File: src/rtl/branch_pkg.sv
// Shared definitions for the branch resolution / prediction block:
// branch condition encodings, 2-bit predictor counter states and the
// condition-evaluation helper used by the top level.
package branch_pkg;

    // Branch condition selected by BrType.
    typedef enum logic [1:0] {
        BR_EQ = 2'b00,
        BR_NE = 2'b01,
        BR_LT = 2'b10,
        BR_GE = 2'b11
    } br_type_e;

    // 2-bit predictor counter states; bit 1 is the taken prediction.
    localparam logic [1:0] CNT_SNT = 2'b00;  // strongly not-taken
    localparam logic [1:0] CNT_WNT = 2'b01;  // weakly not-taken (reset value)
    localparam logic [1:0] CNT_WT  = 2'b10;  // weakly taken
    localparam logic [1:0] CNT_ST  = 2'b11;  // strongly taken

    // Resolve a branch condition from the ALU flags.
    function automatic logic br_taken(input logic [1:0] br_type,
                                      input logic       zero,
                                      input logic       negative);
        logic taken;
        case (br_type_e'(br_type))
            BR_EQ:   taken = zero;
            BR_NE:   taken = ~zero;
            BR_LT:   taken = negative;
            BR_GE:   taken = ~negative;
            default: taken = 1'b0;
        endcase
        return taken;
    endfunction

endpackage

File: src/rtl/sat_counter2.sv
// One 2-bit saturating predictor counter. When en_i is high the counter
// steps up (inc_i=1) or down (inc_i=0), holding at CNT_ST / CNT_SNT.
// Resets asynchronously to CNT_WNT.
module sat_counter2
    import branch_pkg::*;
(
    input  logic       clk,
    input  logic       rst_n,
    input  logic       en_i,
    input  logic       inc_i,
    output logic [1:0] cnt_o
);

    logic [1:0] cnt_q;
    logic [1:0] cnt_d;

    // Next-state: one saturating step when enabled, otherwise hold.
    always_comb begin
        // NOTE: cnt_d is assigned a default first so every path drives it and no latch is inferred.
        cnt_d = cnt_q;
        if (en_i) begin
            if (inc_i && (cnt_q != CNT_ST)) begin
                cnt_d = cnt_q + 2'd1;
            end else if (!inc_i && (cnt_q != CNT_SNT)) begin
                cnt_d = cnt_q - 2'd1;
            end
        end
    end

    // State register with asynchronous reset to weakly not-taken.
    always_ff @(posedge clk or negedge rst_n) begin
        // NOTE: sequential state uses non-blocking assignments so all flops update together at the edge.
        if (!rst_n) begin
            cnt_q <= CNT_WNT;
        end else begin
            cnt_q <= cnt_d;
        end
    end

    assign cnt_o = cnt_q;

endmodule

File: src/rtl/branch_pc_select.sv
// Branch resolution and 2-bit bimodal prediction.
// PCSel resolves the current conditional branch combinationally; a table
// of DEPTH saturating counters supplies PredTaken for the fetch index and
// is trained by resolving branches. Mispredict is a registered one-cycle
// pulse flagging the previous cycle's wrong prediction.
// Optional build macro BPU_STATS_EN adds a saturating 16-bit MissCount.
module branch_pc_select
    import branch_pkg::*;
#(
    parameter int DEPTH = 16,
    parameter int IDX_W = $clog2(DEPTH)
) (
    input  logic             clk,
    input  logic             rst_n,
    input  logic             Branch,
    input  logic [1:0]       BrType,
    input  logic             Zero,
    input  logic             Negative,
    input  logic [IDX_W-1:0] BrIdx,
    input  logic             BrPred,
    input  logic [IDX_W-1:0] LookupIdx,
    output logic             PCSel,
    output logic             PredTaken,
    output logic             Mispredict
`ifdef BPU_STATS_EN
    ,
    output logic [15:0]      MissCount
`endif
);

    logic       taken;
    logic       mispredict_d;
    logic       mispredict_q;
    logic [1:0] cnt [DEPTH];

    // Condition decode, same-cycle PC select and misprediction detect.
    always_comb begin
        taken        = br_taken(BrType, Zero, Negative);
        PCSel        = Branch & taken;
        mispredict_d = Branch & (taken != BrPred);
    end

    // Predictor table: one counter per index, trained only by the branch at BrIdx.
    // NOTE: the table is built from flops rather than a RAM, so every entry can legally take the async reset.
    for (genvar i = 0; i < DEPTH; i++) begin : g_ctr
        sat_counter2 u_ctr (
            .clk   (clk),
            .rst_n (rst_n),
            .en_i  (Branch && (BrIdx == IDX_W'(i))),
            .inc_i (taken),
            .cnt_o (cnt[i])
        );
    end

    // Prediction reads the pre-update counter; there is no bypass from BrIdx.
    assign PredTaken = cnt[LookupIdx][1];

    // Registered misprediction pulse, one cycle after the resolving branch.
    always_ff @(posedge clk or negedge rst_n) begin
        if (!rst_n) begin
            mispredict_q <= 1'b0;
        end else begin
            mispredict_q <= mispredict_d;
        end
    end

    assign Mispredict = mispredict_q;

`ifdef BPU_STATS_EN
    logic [15:0] miss_count_q;
    logic [15:0] miss_count_d;

    // Count each misprediction pulse as it is registered, saturating at all-ones.
    always_comb begin
        miss_count_d = miss_count_q;
        if (mispredict_d && (miss_count_q != 16'hFFFF)) begin
            miss_count_d = miss_count_q + 16'd1;
        end
    end

    // Statistics counter register.
    always_ff @(posedge clk or negedge rst_n) begin
        if (!rst_n) begin
            miss_count_q <= 16'd0;
        end else begin
            miss_count_q <= miss_count_d;
        end
    end

    assign MissCount = miss_count_q;
`endif

endmodule

File: config.mk
export PLATFORM = sky130hd
export DESIGN_NAME = branch_pc_select
export DESIGN_NICKNAME = d
export VERILOG_FILES = /design/src/rtl/branch_pkg.sv /design/src/rtl/sat_counter2.sv /design/src/rtl/branch_pc_select.sv
export SDC_FILE = /design/constraint.sdc
export NUM_CORES = 1
export LEC_CHECK = 0
export BUFFER_PORTS_ARGS = -buffer_cell sky130_fd_sc_hd__buf_2
export CORE_MARGIN = 2
export CORE_UTILIZATION = 50
export CTS_CLUSTER_DIAMETER = 120
export CTS_CLUSTER_SIZE = 12
export DETAILED_ROUTE_END_ITERATION = 7
export PLACE_DENSITY = 0.77
export SLEW_MARGIN = 15
export SYNTH_ARGS = -nofsm -noshare
export SYNTH_HDL_FRONTEND = slang
export SYNTH_HIERARCHICAL = 1
export SYNTH_SLANG_ARGS = --single-unit
File: constraint.sdc
create_clock -name clk -period 2.6 [get_ports clk]
set_input_delay 0.26 -clock clk [delete_from_list [all_inputs] [get_ports clk]]
set_output_delay 0.26 -clock clk [all_outputs]
set_load 0.01 [all_outputs]
==> results.txt, run 1 <==
The post-synthesis compound-gate area fraction is 24.68%. The number of detailed-route iterations in the first pass came out at 4. In the final timing run, aggregate negative setup slack is 0 ns. After Yosys synthesis, and, or, nand and nor cells account for 11.94% of the synthesized area. The slew of the pin with the lowest slew margin came out at 0.7397 ns.

The tree is rooted in a sky130_fd_sc_hd__clkbuf_8. The share of the clock period used by the worst path is 74.24%. The critical path is of the reg2out type. The run finished with clean final reports. The number of port buffers is 18. The global routing usage summed across all routing layers came out at 20.79%. In this run the static leakage power is 0.8317 nW. In this run the number of H-tree levels came out at 2. The final routed DRC violation total is 0. The number of synthesized register bits came out at 33. The final count of hold timing violations came to 0. Leaving out fill and tap cells, the most frequent cells in the layout are sky130_fd_sc_hd__mux2i_1 (20), sky130_fd_sc_hd__nand2b_1 (18), sky130_fd_sc_hd__buf_2 (18). The total buffers and inverters traversed by the critical path came out at 1. Per report_power, the clock group accounts for 30.2% of the total. For this run, the post-layout net count is 206. TritonCTS built the clock tree.

For this block, the initial DRC count from the detailed router was 55. The post-synthesis net count came out at 180. The routed layout has 1396 vias. The synthesized area per cell is 11.38 µm². For this design the top-level I/O count stands at 19. Setup repair after global routing left no endpoint under its margin. The number of endpoints failing setup at the final stage is 0. The worst path required time came out at 2.34 ns.

Overall power consumption after layout is estimated at 0.001404 W. The combinational power share is 16.3%. The effective utilization at floorplan is 51.34%. The internal power contribution is 0.001037 W. By area the synthesized netlist is led by sky130_fd_sc_hd__dfrtp_1 (23%), sky130_fd_sc_hd__dfstp_2 (23%), sky130_fd_sc_hd__mux2i_1 (11%). The switching share of total power came out at 26.16%. The via count of the first global-routing pass came out at 1366.

Traced cell by cell, the critical path runs through mux4_1, mux2i_1, mux2i_1, buf_2. The final design instance area without fill is 2156 µm². The HPWL after detailed placement is 2714 µm. The floorplan die height is 65.08 µm. The worst-skew pair later-pin latency came out at 0.29 ns.

The post-cts resize count came out at 0. The largest single stage delay on the critical path is 0.57 ns. The library cell used most frequently in the layout, excluding fill and tap cells, is sky130_fd_sc_hd__mux2i_1.

The upper clock frequency limit is 518.1 MHz. The critical path data arrival time came out at 1.67 ns. The area of the core region is 3633 µm². The TritonCTS buffer count came out at 5. Summing all multi-input logic gate instances after layout gives 1039 µm². The worst hold path belongs to the class in2async. The number of antenna-violating nets in the routed design came out at 0.

After synthesis, the largest family of logic cells by area is compound AO/OA/AOI/OAI gates. The minimum clock period after layout is 1.930 ns. STA classifies the critical path startpoint as a flip-flop.

The cell area reported after detailed placement is 2054 µm². In this design, the critical path's most frequently occurring cell is sky130_fd_sc_hd__mux2i_1. After synthesis, the netlist uses 18 different library cells.

The worst-case clock buffer depth came out at 2. The number of cell rows is 22. The number of max-slew violations in the final report is 0. STA classifies the critical path endpoint as a primary output.

Synthesis produced a netlist whose cell count is 164. The total length of routed wires is 3845 µm. The total instance count after detailed placement is 231. The final cell count without fillers came out at 239. In the synthesized netlist, mux cells make up 16.36% of the area. The logic depth of the worst register-to-register path came out at 2.

The clock transition at the registers of the reported paths is 0.07 ns. Headroom to the max-slew limit came out at 50.68%. 0 antenna diodes ended up in the layout. The worst-path cell with the longest stage delay is sky130_fd_sc_hd__mux4_1. The maximum fanout along the worst path came out at 5. The floorplan step set the die width to 65.08 µm. The critical path depth in cells is 4. The cell area after technology mapping is 1866 µm². For this design the ratio of total power to cell area is 651.4 nW/µm². The placer's final routability congestion estimate came out at 0.7247. The mean routed wirelength per cell is 16.09 µm.

The top cell type's share of synthesized area came out at 22.80%. Max-cap violations in this run came to 0. The via density per instance came out at 5.841. In the final layout, the share of cells above drive strength 1 is 23.56%.

Among cell families on the critical path, the largest total delay comes from multiplexers. The worst clock skew came out at 0.0005809 ns. During synthesis, Yosys emitted a total of 6 warnings.

Summing the areas of all xor and xnor instances in the mapped netlist gives 1.677% of the synthesized area. The number of buffers added for setup after CTS came out at 0. Of the total synthesized cell area, the portion taken by full adders, half adders and majority gates is 0%.

The proportion of power drawn by flip-flops and latches is 53.5%. The area growth from synthesis to layout is 15.56%. The total grt overflow is 0. The pin count of the biggest net entering global routing is 41.

The sequential cell area in the final layout came out at 845.8 µm². The clock sink count is 33. The first global-routing pass estimated 6486 µm of wire.

The total net switching power came out at 0.0003674 W. The biggest area consumer among synthesized cells is sky130_fd_sc_hd__dfrtp_1. Sequential elements use 45.34% of the synthesized area.

The initial antenna violation count came out at 0. The number of fillers in the final layout is 312. The area of the die came out at 4235 µm². VDD sags by at most 0.2728 mV. The number of hold-repair buffers added at the cts stage came out at 0.
-- cell families (layout without fill, tap and decap cells) --
group           count (synthesis)  after routing
compound gates                 64             64
mux                            24             24
flops                          33             33
simple gates                   41             41
xor+xnor                        2              2
buf+inv                         0             27
-- final timing paths --
| path | endpoint | slack [ns] | start |
|---|---|---|---|
| setup / recovery | PredTaken | 0.67 | g_ctr[13].u_ctr/cnt_o[1] |
| hold / removal | g_ctr[7].u_ctr/cnt_o[1] | 0.03 | rst_n |
| setup reg to reg | g_ctr[11].u_ctr/cnt_o[1] | 1.65 | g_ctr[11].u_ctr/cnt_o[1] |
| hold reg to reg | g_ctr[9].u_ctr/cnt_o[0] | 0.48 | g_ctr[9].u_ctr/cnt_o[0] |
| max in group asynchronous | g_ctr[13].u_ctr/cnt_o[1] | 2.09 | rst_n |
| min in group clk | Mispredict | 0.27 | Branch |
-- cell usage after synthesis (all sizes together) --
| library cell | count |
|---|---|
| a21boi | 16 |
| a21o | 16 |
| nand3 | 1 |
| dfrtp | 17 |
| or3b | 1 |
| o21ai | 16 |
| nor3 | 4 |
| dfstp | 16 |
| nand2b | 18 |
| mux2i | 20 |
| mux4 | 4 |
| and2 | 2 |
| nand3b | 2 |
| xnor2 | 1 |
| xnor3 | 1 |
| nand2 | 1 |
| a22o | 16 |
| nor2 | 12 |
-- power groups by stage --
stage | clock, W | sequential (W) | combinational, W
after floorplan | 0 | 0.000737 | 0.000157
after global placement | 0 | 0.000745 | 0.000217
after detailed placement | 0 | 0.000757 | 0.000227
after CTS | 0.000435 | 0.000750 | 0.000229
after global routing | 0.000467 | 0.000763 | 0.000250
final | 0.000425 | 0.000751 | 0.000229
-- state kept, by name, indices dropped and copies added (netlist names) --
register / flops
g_ctr.u_ctr/cnt_o: 32
Mispredict: 1
-- layout make-up --
type / instances / area share, %
well taps: 48 / 2.786
flip-flops and latches: 33 / 39.23
clock buffers: 7 / 4.469
repair buffers: 19 / 5.107
clock inverters: 1 / 0.2322
multi-input cells: 131 / 48.17
-- per-layer routing --
metal	vias up	GRT usage, %	part of all wire (%)
li1	679	-	-
met1	679	25.88	46
met2	30	33.51	47
met3	8	6.771	4.8
met4	0	8.333	2.3
met5	-	0	0
-- stage by stage --
| stage | util (%) | hold WS (ns) | worst slack (ns) |
|---|---|---|---|
| 2_1_floorplan | - | -0.03559 | 0.4990 |
| 3_3_place_gp | 56.54 | 0.3417 | 0.8405 |
| 3_5_place_dp | 56.54 | 0.3610 | 0.7493 |
| 4_1_cts | 59.33 | 0.04827 | 0.6570 |
| 5_1_grt | 59.33 | 0.06790 | 0.5821 |
| 6_report | 59.33 | 0.02645 | 0.6698 |
Note: power is estimated with default switching activity, not from simulation.
==> inputs of run 2 (changes only) <==
ABC_AREA = 1   (was unset)
clock period = 1.7 ns   (was 2.6 ns; I/O delays follow)
==> results.txt, run 2 <==
The clock transition at the registers of the reported paths is 0.06 ns. The initial antenna violation count is 0. The top cell type's share of synthesized area is 21.29%. The highest-utilization routing layer at the global route stage is met2. Setup repair after global routing left no endpoint under its margin. The post-synthesis net count came out at 317. The number of enable-type register cells in the synthesized netlist is 0.

Across the VDD grid, the largest voltage drop is 0.6934 mV. The total grt overflow came out at 0. The number of DRC markers after the initial detailed-route iteration came out at 96.

The number of max-slew violations in the final report came out at 0. The category of the most critical setup path is reg2out. The fraction of the core area covered by cells at the end of the flow came out at 60.73%. The most used flip-flop cell after synthesis is sky130_fd_sc_hd__dfrtp_1.

A synthesized cell averages 6.638 µm². The initial utilization of the core area, before any placement, comes to 53.38%. The headroom to the max-slew limit is 50.27%. The met3 layer usage reported by global route is 5.500%. The number of antenna-violating nets in the routed design is 0. The total length of routed wires is 3982 µm. Traced cell by cell, the critical path runs through inv_1, nand2_2, nand3_1, nand3_1, nand3_1, nand2_1, buf_2. The number of buffers and inverters on the critical path is 2.

The biggest area consumer among synthesized cells is sky130_fd_sc_hd__dfrtp_1. In this run the count of I/O pins placed on the die edge is 19. Counting the buffers created by CTS gives 5. The first-pass GRT wire length came out at 7107 µm. The clock sink count came out at 33.

The min-delay analysis places its worst path in the category in2reg. The worst path required time came out at 1.53 ns. The leakage power summed over all cells is 1.064 nW. The met2 routing resource usage after global routing came out at 34.90%. The area of the core region came out at 3744 µm². The yosys synthesis warning count came out at 6.

The register with the most flip-flops in the layout has 32 of them. Power spread over the standard cell area amounts to 1155 nW/µm². For the worst-skew pair, the clock arrives at the later sink with an insertion delay of 0.29 ns.

In the layout the commonest cells are sky130_fd_sc_hd__nand2_1 (57), sky130_fd_sc_hd__inv_1 (53), sky130_fd_sc_hd__nor2_1 (51). In the post-synthesis netlist, the cell with the most instances is sky130_fd_sc_hd__nand2_1. TritonCTS built the clock tree. The number of endpoints failing setup at the final stage is 0. The fraction of layout instances using a drive strength above 1 came out at 15.55%. After technology mapping, the gate count stands at 301. The final routed DRC violation total came out at 0.

Summed over all failing endpoints, the final setup total negative slack is 0 ns. The cell area reported after detailed placement came out at 2147 µm². The synthesized design contains 33 register bits.

The count of vias placed by the detailed router is 1833. The total instance count after detailed placement came out at 367. The die width is 67.22 µm. Leaving out fill and tap cells, the most frequent cell in the layout is sky130_fd_sc_hd__nand2_1. In this design, the critical path's most frequently occurring cell is sky130_fd_sc_hd__nand3_1. The fraction of met1 tracks used by global routing is 26.63%.

The number of violations of the max-capacitance limit is 0. The root buffer cell chosen for the clock tree is sky130_fd_sc_hd__clkbuf_8. The die covers 4518 µm². The final layout net count is 343. The flow ran to the end, and the final reports show no timing, DRC or antenna violations. STA puts the critical path data arrival time at 1.26 ns. The global routing usage summed across all routing layers is 21.14%. The upper clock frequency limit is 697.6 MHz. The startpoint type of the worst setup path is a flip-flop. The fraction of registers with async set/reset is 100.0%. By area the synthesized netlist is led by sky130_fd_sc_hd__dfrtp_1 (21%), sky130_fd_sc_hd__dfstp_2 (21%), sky130_fd_sc_hd__o21ai_0 (12%). The via density per instance is 4.875. The family with the most delay on the worst path is flip-flops. The final design instance area without fill is 2273 µm². The number of detailed-route iterations in the first pass came out at 4.

Dividing the detail-routed wire length by the instance count gives 10.59 µm. The total inserted antenna cells is 0. The HPWL after detailed placement came out at 2851 µm. The cell area after technology mapping is 1998 µm².

Among all stages on the critical path, the largest delay is contributed by sky130_fd_sc_hd__dfrtp_1. At the pin with the least slew margin, the transition time is 0.7460 ns. The worst clock skew is 0.007488 ns. CTS built an H-tree with a depth of 2. The pin count of the biggest net entering global routing is 65. The largest single stage delay on the critical path is 0.43 ns. From bottom edge to top edge, the die measures 67.22 µm.

The layout-stage area growth over the synthesis result came out at 13.78%. The post-route worst hold slack came out at 0.1486 ns. The worst-case clock buffer depth is 2. The number of port buffers is 18. The number of distinct standard cells referenced by the synthesized netlist came out at 16. The share of the clock period used by the worst path came out at 84.32%. The count of cells in the finished layout, fillers not included, comes to 376. At the end of routability-driven placement, the weighted congestion stood at 0.7675. By count the netlist is led by sky130_fd_sc_hd__nand2_1 (58), sky130_fd_sc_hd__inv_1 (53), sky130_fd_sc_hd__nor2_1 (51). The number of cell rows is 22.

The worst setup path is captured at a primary output. The maximum fanout along the worst path is 5. For the finished layout, the period the worst path requires is 1.433 ns. The via count of the first global-routing pass came to 1649. The register area share after synthesis is 42.33%.

The final count of hold timing violations is 0.
==> run 2: final cells by class <==
cell class | instances | area, µm²
Fill cell | 374 | 1470
Multi-Input combinational cell | 197 | 873.3
Sequential cell | 33 | 845.8
Inverter | 70 | 270.3
Timing Repair Buffer | 20 | 107.6
Clock buffer | 7 | 86.33
Tap cell | 48 | 60.06
Clock inverter | 1 | 30.03
==> run 2: path summary, 6_finish.rpt <==
| kind | from | end | slack, ns | depth (start not counted) |
|---|---|---|---|---|
| min | Branch | Mispredict | 0.15 | 3 |
| min in group asynchronous | rst_n | g_ctr[3].u_ctr/cnt_o[1] | 0.50 | 2 |
| min reg2reg | g_ctr[6].u_ctr/cnt_o[0] | g_ctr[6].u_ctr/cnt_o[0] | 0.46 | 2 |
| max reg2reg | g_ctr[6].u_ctr/cnt_o[0] | g_ctr[6].u_ctr/cnt_o[1] | 0.83 | 2 |
| max | g_ctr[12].u_ctr/cnt_o[1] | PredTaken | 0.27 | 7 |
| max in group asynchronous | rst_n | Mispredict | 0.73 | 2 |
==> run 2: cells by family (layout without fill, tap and decap cells) <==
| logic type | after synthesis | in the layout | synth area share [%] |
|---|---|---|---|
| simple gates | 129 | 129 | 26.30 |
| flops | 33 | 33 | 42.33 |
| buf+inv | 71 | 98 | 14.09 |
| compound gates | 68 | 68 | 17.28 |
==> run 2: what timing repair did <==
action                                  4_1_cts  5_1_grt
endpoints found under the setup margin        0        0
hold endpoints to repair                     17        0
buffers inserted                              0        0
hold buffers                                  1        0
gates resized for setup                       0        0
==> run 2: per-stage QoR <==
stage / setup slack [ns] / total power, W
after global placement: 0.2807 / 0.001843
after detailed placement: 0.1933 / 0.001869
after global routing: 0.1741 / 0.002838
after CTS: 0.2533 / 0.002652
final: 0.2666 / 0.002626
after floorplan: 0.2835 / 0.001685
==> run 2: worst min-delay path, delay by kind of cell <==
family | cells | cell delay [ns]
buffers and inverters | 1 | 0.13
AND/OR/NAND/NOR | 2 | 0.09
==> run 2: power by group <==
| group | total (W) | internal, W | switching (W) |
|---|---|---|---|
| combinational | 0.000562 | 0.000227 | 0.000335 |
| clock | 0.000767 | 0.000478 | 0.000289 |
| sequential | 0.00130 | 0.00109 | 0.000212 |
| total | 0.00263 | 0.00179 | 0.000836 |
==> run 2: layer usage <==
| layer | wire (µm) | up-vias |
|---|---|---|
| met5 | 0 | - |
| met4 | 62 | 0 |
| met3 | 155 | 5 |
| met2 | 1810 | 26 |
| met1 | 1953 | 822 |
| li1 | - | 980 |
